## src/rtl/tc_pkg.sv

```systemverilog
// Shared types and constants for the tensor-core MAC datapath.
// Default widths, accumulator FSM states and signed bounds.
package tc_pkg;

  localparam int DW_DATA_D = 8;
  localparam int DW_ACC_D  = 32;
  localparam int DW_K_D    = 8;

  typedef enum logic {
    IDLE  = 1'b0,
    ACCUM = 1'b1
  } state_t;

  localparam logic [DW_ACC_D-1:0] ACC_MAX =
    {1'b0, {(DW_ACC_D-1){1'b1}}};
  localparam logic [DW_ACC_D-1:0] ACC_MIN =
    {1'b1, {(DW_ACC_D-1){1'b0}}};

endpackage

```

## src/rtl/psum_accumulator_acc_sat_add.sv

```systemverilog
// Sign-extending accumulate adder with overflow detect.
// Clamps to signed bounds when SAT is set, else wraps.
module acc_sat_add #(
  parameter int DW_DATA = 8,
  parameter int DW_ACC  = 32,
  parameter bit SAT     = 1'b1
) (
  input  logic [DW_ACC-1:0]  acc,
  input  logic [DW_DATA-1:0] data,
  output logic [DW_ACC-1:0]  sum,
  output logic               ovf
);

  localparam logic [DW_ACC-1:0] MAXV =
    {1'b0, {(DW_ACC-1){1'b1}}};
  localparam logic [DW_ACC-1:0] MINV =
    {1'b1, {(DW_ACC-1){1'b0}}};

  logic [DW_ACC-1:0] ext;
  logic [DW_ACC-1:0] raw;

  // add, flag same-sign operands giving a flipped sign, clamp
  always_comb begin
    ext = {{(DW_ACC-DW_DATA){data[DW_DATA-1]}}, data};
    raw = acc + ext;
    ovf = (acc[DW_ACC-1] == ext[DW_ACC-1]) &&
          (raw[DW_ACC-1] != acc[DW_ACC-1]);
    sum = raw;
    if (SAT && ovf) begin
      sum = acc[DW_ACC-1] ? MINV : MAXV;
    end
  end

endmodule

```

## src/rtl/psum_accumulator.sv

```systemverilog
// K-group partial-sum accumulator behind the adder tree.
// One-entry output register with valid/ready handshake.
module psum_accumulator
  import tc_pkg::*;
#(
  parameter int DW_DATA = DW_DATA_D,
  parameter int DW_ACC  = DW_ACC_D,
  parameter int DW_K    = DW_K_D,
  parameter bit SAT     = 1'b1
) (
  input  logic               clk,
  input  logic               rst,
  input  logic               clr,
  input  logic [DW_K-1:0]    cfg_k_len,
  input  logic               in_valid,
  output logic               in_ready,
  input  logic [DW_DATA-1:0] in_data,
  output logic               out_valid,
  input  logic               out_ready,
  output logic [DW_ACC-1:0]  out_data,
  output logic               sat_flag,
  output logic               busy
);

  state_t            state;
  state_t            state_nx;
  logic [DW_ACC-1:0] acc;
  logic [DW_K-1:0]   cnt;
  logic [DW_K-1:0]   k_lat;
  logic [DW_K-1:0]   k_cfg;
  logic              grp_ovf;
  logic              take;
  logic              hs;
  logic              last;
  logic [DW_ACC-1:0] sum;
  logic              ovf;

  assign in_ready = !clr && (!out_valid || out_ready);
  assign take     = in_valid && in_ready;
  assign hs       = out_valid && out_ready;
  assign k_cfg    = (cfg_k_len == '0) ? DW_K'(1) : cfg_k_len;
  assign busy     = (state == ACCUM);

  acc_sat_add #(
    .DW_DATA (DW_DATA),
    .DW_ACC  (DW_ACC),
    .SAT     (SAT)
  ) u_add (
    .acc  (acc),
    .data (in_data),
    .sum  (sum),
    .ovf  (ovf)
  );

  // next state and last-beat decode
  always_comb begin
    state_nx = state;
    last     = 1'b0;
    unique case (state)
      IDLE: begin
        if (take) begin
          last = (k_cfg == DW_K'(1));
          if (!last) state_nx = ACCUM;
        end
      end
      ACCUM: begin
        if (take && (cnt == k_lat - DW_K'(1))) begin
          last     = 1'b1;
          state_nx = IDLE;
        end
      end
    endcase
    if (clr) state_nx = IDLE;
  end

  // state register
  always_ff @(posedge clk or posedge rst) begin
    if (rst) state <= IDLE;
    else     state <= state_nx;
  end

  // accumulator, beat counter, latched group length, overflow
  always_ff @(posedge clk or posedge rst) begin
    if (rst) begin
      acc     <= '0;
      cnt     <= '0;
      k_lat   <= '0;
      grp_ovf <= 1'b0;
    end else if (clr) begin
      acc     <= '0;
      cnt     <= '0;
      grp_ovf <= 1'b0;
    end else if (take) begin
      if (state == IDLE) k_lat <= k_cfg;
      if (last) begin
        acc     <= '0;
        cnt     <= '0;
        grp_ovf <= 1'b0;
      end else begin
        acc     <= sum;
        cnt     <= cnt + DW_K'(1);
        grp_ovf <= grp_ovf | ovf;
      end
    end
  end

  // output register: load on last beat, drop on handshake
  always_ff @(posedge clk or posedge rst) begin
    if (rst) begin
      out_valid <= 1'b0;
      out_data  <= '0;
      sat_flag  <= 1'b0;
    end else if (take && last) begin
      out_valid <= 1'b1;
      out_data  <= sum;
      sat_flag  <= grp_ovf | ovf;
    end else if (hs) begin
      out_valid <= 1'b0;
      sat_flag  <= 1'b0;
    end
  end

endmodule

```

## config.mk

```make
export PLATFORM = sky130hd
export DESIGN_NAME = psum_accumulator
export DESIGN_NICKNAME = d
export VERILOG_FILES = /design/src/rtl/tc_pkg.sv /design/src/rtl/psum_accumulator_acc_sat_add.sv /design/src/rtl/psum_accumulator.sv
export SDC_FILE = /design/constraint.sdc
export NUM_CORES = 1
export LEC_CHECK = 0
export CORE_ASPECT_RATIO = 1.2
export CORE_MARGIN = 2
export CORE_UTILIZATION = 25
export DETAILED_ROUTE_END_ITERATION = 8
export PLACE_DENSITY_LB_ADDON = 0.1
export SLEW_MARGIN = 5
export SYNTH_ARGS = -nofsm -noshare
export SYNTH_HDL_FRONTEND = slang
export SYNTH_HIERARCHICAL = 1
export SYNTH_SLANG_ARGS = --single-unit
export TNS_END_PERCENT = 5
```

## constraint.sdc

```tcl
create_clock -name clk -period 3.6 [get_ports clk]
set_input_delay 0.9 -clock clk [delete_from_list [all_inputs] [get_ports clk]]
set_output_delay 0.9 -clock clk [all_outputs]
set_load 0.01 [all_outputs]
```

==> run metrics, run 1 <==
HP Class flip-flop to flip-flop; Critical Path RT 3.84 ns; most numerous cell in the Yosys netlist dfrtp_1; post-DR wirelength/cell about 16 µm; CP Capture Type flip-flop; Worst setup SP type input pin; total grt overflow 0; Root Driver clkbuf_16; Tot Pwr between 4000 and 5000 µW; worst slew pin tran approximately 1.2 ns; largest cells by area after synthesis dfrtp_1 40%, ha_1 7.8%, mux2_1 6.8%, a22o_1 6.2%, o21ai_0 4.3%; most frequent CP cell o21ai_2; cell area after synthesis about 0.0053 mm²; H-tree depth reported by CTS 3; die height between 150 and 200 µm; TritonCTS clock tree built; Adder-Cell Fraction of Synth Area 0.0841; Detailed Route WL about 15000 µm; Static Leak around 0.0035 µW; largest family of logic cells by synthesized area compound AO/OA/AOI/OAI gates; total number of vias around 4600; Post-synth EDFFs 0; initial antenna violation count 0; fillers about 2100; layout cells sized above 1 0.255; Core Footprint 0.0208 mm²; area grow syn2layout 41.5%; first-pass GRT wire length 25000 µm; slowest CP cell clkdlybuf4s50_1; initial core utilization 0.253; largest net degree at the start of global routing 54; Pre-antenna DRT Iters 4; Num CTS Buffers 9; relative slew slack 0.211; dpl cells between 900 and 1000; register area share after synthesis 0.399; Synth Area in Simple Gates 0.110; Final Hold Viols 0; Synth Area in XOR/XNOR 0.0665; Initial DRC Count between 150 and 200; Critical Path Start in_data[3]; fraction of registers with async set/reset 1.00; Ports 57; Max Cap Viol 0; reg-to-reg slack, setup around 0.59 ns; RSZ-0062 raised after global routing false; post-route ant nets 0; Syn Nets between 500 and 600; hold-critical path depth 1; f_max ~300 MHz; status complete, no violations; vias per cell ~4.8; DRC 0; Final Cycle Share 0.952; fin nets 738; Max FO, Critical Path 7; cell taking the most area after synthesis dfrtp_1; Total Die Area 0.0223 mm²; worst path cell trace clkdlybuf4s50_1, ha_1, o211ai_1, o21ai_2, o2111a_1, o21ai_2, o211ai_2, o31ai_4, and3_4, buf_6, buf_4, a21oi_1, mux2_4; buffers and inverters on the worst path 3; DPL Wire Length about 11000 µm; Syn Inst Count 520; Post-synth top flop dfrtp_1; worst r2r path cells 9; Power Density around 560 mW/mm²; CTS Hold Bufs 0; hold path start grp_ovf; antenna cells 0; clock-pin slew of the registers on the worst-case setup and hold paths around 0.06 ns; Synth Area in Compound Gates 0.228; Clock Sinks 84; syn_area_per_cell about 10 µm²; FP Rows 58; Final Cell Area 0.00745 mm²; Sum Neg Setup Slack 0 ns; flops & latches, synth 84; worst r2r src k_lat[0]; placed instance area 0.00696 mm²; Setup violations, final 0; end of the worst register-to-register path out_data[2]; vias in the first global route between 4000 and 5000; Yosys Warn Count 6; Setup CP Type input pin to flip-flop; Placer Congestion 0.845; Hold Path End grp_ovf; Core Util, Final 0.358; Slew Limit Fails 0; Port Buffers 56; CTS max path bufs 2; Yosys cell types 63; Tot GR Track Use 0.143; CP top delay family compound AO/OA/AOI/OAI gates; Die W 137 µm; latest clock arrival within the worst-skew pair roughly 0.35 ns; Finished Layout Cells ~960; most instantiated cells after synthesis 84 x dfrtp_1, 45 x o21ai_0, 40 x a21oi_1; Setup Skew between 0.007 and 0.008 ns; post-synthesis mux area share 0.0831; worst endpoint data arrival time ~3.7 ns; slowest cell delay on critical path 0.42 ns; Peak VDD IR roughly 0.24 mV; crit path time final about 3.4 ns; post-synth top area share 0.399
worst max-delay path by stage:
stage / to / cells past startpoint
3_3_place_gp: out_data[9] / 13
6_report: out_data[0] / 13
4_1_cts: out_data[1] / 14
3_5_place_dp: out_data[9] / 13
2_1_floorplan: out_data[22] / 11
5_1_grt: out_data[0] / 13
routing by layer:
layer / GRT usage / up-vias / routed length (µm) / share of wire
li1: - / 2283 / - / -
met1: 0.176 / 2274 / 7010 / 0.46
met2: 0.248 / 61 / 7450 / 0.49
met3: 0.0236 / 19 / 360 / 0.024
met4: 0.0526 / 0 / 284 / 0.019
met5: 0 / - / 0 / 0
metrics by stage:
stage / worst slack [ns] / hold WS [ns]
3_3_place_gp: -0.537 / 0.471
6_report: 0.175 / 0.487
3_5_place_dp: -0.564 / 0.478
4_1_cts: -0.0106 / 0.493
5_1_grt: 0.00217 / 0.501
2_1_floorplan: 0.332 / 0.461
cell families after synthesis:
group	count (synthesis)
simple gates	112
flops	84
xor+xnor	40
fa+ha+maj	35
compound gates	179
buf+inv	31
mux	39
power breakdown:
| part | switching [µW] | internal, µW | leakage [µW] |
|---|---|---|---|
| clock | 390 | 460 | 0.000124 |
| combinational | 1020 | 1080 | 0.00225 |
| sequential | 123 | 1110 | 0.00112 |
flip-flops by register name, summed over array words and instances (netlist names):
signal     cells
out_valid      1
busy           1
cnt            8
out_data      32
sat_flag       1
k_lat          8
acc           32
grp_ovf        1
layout by cell type, fill, tap and decap left out, types with 3 or more instances in the layout:
master | synthesis | routed
and3_1 | 3 | 3
o21ai_2 | 2 | 3
a22o_1 | 37 | 37
xnor2_1 | 20 | 20
buf_12 | 0 | 4
a31oi_1 | 6 | 6
clkbuf_16 | 0 | 11
mux2_2 | 6 | 6
o21ai_0 | 45 | 21
inv_1 | 9 | 8
a21oi_1 | 40 | 30
nand4_1 | 6 | 6
or3_1 | 3 | 3
nand2_1 | 32 | 31
a21oi_2 | 1 | 10
nor2b_1 | 9 | 9
nor4_1 | 3 | 3
mux2_1 | 32 | 30
o211ai_1 | 4 | 4
dfrtp_1 | 84 | 84
ha_1 | 33 | 30
buf_4 | 0 | 107
and4_1 | 3 | 3
a211oi_2 | 1 | 3
a21o_1 | 9 | 9
clkinv_2 | 0 | 4
nand3_1 | 9 | 9
o21bai_1 | 6 | 6
nor2_1 | 23 | 20
o21ai_1 | 6 | 29
nor3_1 | 7 | 6
clkdlybuf4s50_1 | 0 | 52
xor2_1 | 20 | 20
area by class of cell:
cell class,instances,area [µm²],share of cell area
well taps,270,338,0.0453
inverters,9,35.0,0.00470
clock buffers,10,229,0.0307
multi-input cells,405,3140,0.421
clock inverters,5,30.0,0.00403
flip-flops and latches,84,2100,0.282
repair buffers,174,1580,0.212
what timing repair did:
| item | 4_1_cts | 5_1_grt |
|---|---|---|
| gates cloned | 1 | 2 |
| gates resized for setup | 24 | 36 |
| buffers inserted | 2 | 0 |
| pin swaps | 4 | 12 |
| setup endpoints to repair | 48 | 51 |
(Power assumes the default switching activity.)
==> run 2: changes to the inputs <==
Settings changed: CTS_BUF_LIST from default to sky130_fd_sc_hd__clkbuf_4 sky130_fd_sc_hd__clkbuf_8 sky130_fd_sc_hd__clkbuf_16.
==> run 2 against run 1 <==
Global-route usage did not move. Clock-buffer cell count unchanged. Critical path depth did not move. Utilization is essentially flat. Die area stayed put. Hold slack unchanged. Register-to-register slack barely moved. Sequential share of layout area about the same. Cell count did not move. Largest cell class unchanged. Total power increased by 0.18%. Critical path type unchanged. Wire length barely moved.
==> run metrics, run 2 (synthesis results as in run 1) <==
WHS 0.487 ns; fin nets ~740; clock-pin slew of the registers on the worst-case setup and hold paths ~0.06 ns; Core Util, Final 0.358; initial antenna violation count 0; worst slew pin tran between 1 and 1.5 ns; vias per cell 4.84; Final Hold Viols 0; Worst setup SP type input pin; placed instance area ~0.007 mm²; switching part of the total 0.365; Max FO, Critical Path 7; Setup Skew about 0.0077 ns; Clk pwr share 0.204; area grow syn2layout 41.5%; largest net degree at the start of global routing 54; Int Power approximately 2700 µW; DRC 0; Logic pwr share 0.501; Die W 137 µm; Detailed Route WL approximately 15000 µm; Root Driver clkbuf_16; Finished Layout Cells around 960; CP Capture Type flip-flop; total number of vias around 4600; FP Rows 58; crit path time final roughly 3.4 ns; Tot Pwr 4200 µW; Seq pwr share 0.294; Ports 57; post-DR wirelength/cell ~16 µm; total grt overflow 0; Pre-antenna DRT Iters 4; latest clock arrival within the worst-skew pair 0.35 ns; post-route ant nets 0; end of the worst register-to-register path out_data[2]; Core Footprint about 0.021 mm²; register area roughly 0.0021 mm²; vias in the first global route 4836; worst r2r src k_lat[0]; dpl cells 937; antenna cells 0; first-pass GRT wire length around 25000 µm; Initial DRC Count about 190; hold-critical path depth 1; Final Cell Area between 0.007 and 0.008 mm²; reg-to-reg slack, setup between 0.5 and 0.6 ns; Port Buffers 56; Final Cycle Share 0.952; CTS max path bufs 2; Critical Path RT around 3.8 ns; layout cells sized above 1 0.256; worst endpoint data arrival time roughly 3.7 ns; initial core utilization 0.253; Tot GR Track Use 0.143; most frequent cells in the layout 107 x buf_4, 84 x dfrtp_1, 52 x clkdlybuf4s50_1; Placer Congestion about 0.84; Max Cap Viol 0; relative slew slack 0.211; Setup violations, final 0; Largest regs acc: 32 flops, out_data: 32 flops; HP Class flip-flop to flip-flop; H-tree depth reported by CTS 3; Total Die Area ~0.022 mm²; hold path start grp_ovf; Clock Sinks 84; NetSw around 1500 µW; Hold Path End grp_ovf; CTS Hold Bufs 0; fillers 2087; f_max around 300 MHz; Setup CP Type input pin to flip-flop; DPL Wire Length ~11000 µm; die height about 160 µm; status complete, no violations; worst r2r path cells 9; Slew Limit Fails 0; TritonCTS clock tree built; Power Density 563 mW/mm²; Num CTS Buffers 9; Static Leak approximately 0.0035 µW; commonest non-fill, non-tap cell in the layout buf_4; footprint of the multi-input gates approximately 0.0031 mm²; RSZ-0062 raised after global routing false; Peak VDD IR 0.242 mV
[run 2: cell counts in the layout (fill, tap and decap cells not counted)]
Identical to the previous run, type by type.
[run 2: worst max path at each step]
stage	startpoint	end	slack, ns	cells past startpoint
after CTS	in_data[0]	out_data[1]	-0.01	14
after detailed placement	in_data[7]	out_data[9]	-0.56	13
after global placement	in_data[7]	out_data[9]	-0.54	13
final	in_data[3]	out_data[0]	0.17	13
after floorplan	in_data[0]	out_data[22]	0.33	11
after global routing	in_data[5]	out_data[0]	0.002	13
[run 2: timing repair]
action,4_1_cts,5_1_grt
endpoints found under the setup margin,48,51
gates resized for setup,24,36
pin swaps,4,12
gates cloned,1,2
setup buffers,2,0
[run 2: final cells by class]
| cell class | instances | share of cell area |
|---|---|---|
| sequential | 84 | 0.282 |
| clock buffer | 10 | 0.0312 |
| timing repair buffer | 174 | 0.212 |
| inverter | 9 | 0.00470 |
| multi-input combinational | 405 | 0.421 |
| clock inverter | 5 | 0.00403 |
| tap | 270 | 0.0453 |
[run 2: layer usage]
layer	track usage	vias up	wire [µm]
li1	-	2283	-
met1	0.176	2274	7020
met2	0.248	56	7450
met3	0.0236	19	355
met4	0.0526	0	284
met5	0	-	0
[run 2: power groups by stage]
| stage | clock network (µW) | logic [µW] | registers [µW] |
|---|---|---|---|
| finish | 858 | 2100 | 1240 |
| global route | 929 | 2340 | 1260 |
| CTS | 896 | 2060 | 1240 |
| detailed placement | 0 | 1990 | 1250 |
| global placement | 0 | 1990 | 1250 |
| floorplan | 0 | 1120 | 1240 |
[run 2: worst max-delay path: stages]
cell and delay [ns]:
clkdlybuf4s50_1 0.42, ha_1 0.32, o211ai_1 0.13, o21ai_2 0.12, o2111a_1 0.29, o21ai_2 0.13, o211ai_2 0.15, o31ai_4 0.26
and3_4 0.35, buf_6 0.15, buf_4 0.10, a21oi_1 0.05, mux2_4 0.27
[run 2: stage by stage]
stage / TNS [ns] / setup slack [ns]
6_report: 0 / 0.174
5_1_grt: 0 / 0.00217
4_1_cts: -0.0206 / -0.0106
3_5_place_dp: -27.45 / -0.564
3_3_place_gp: -25.75 / -0.537
2_1_floorplan: 0 / 0.332
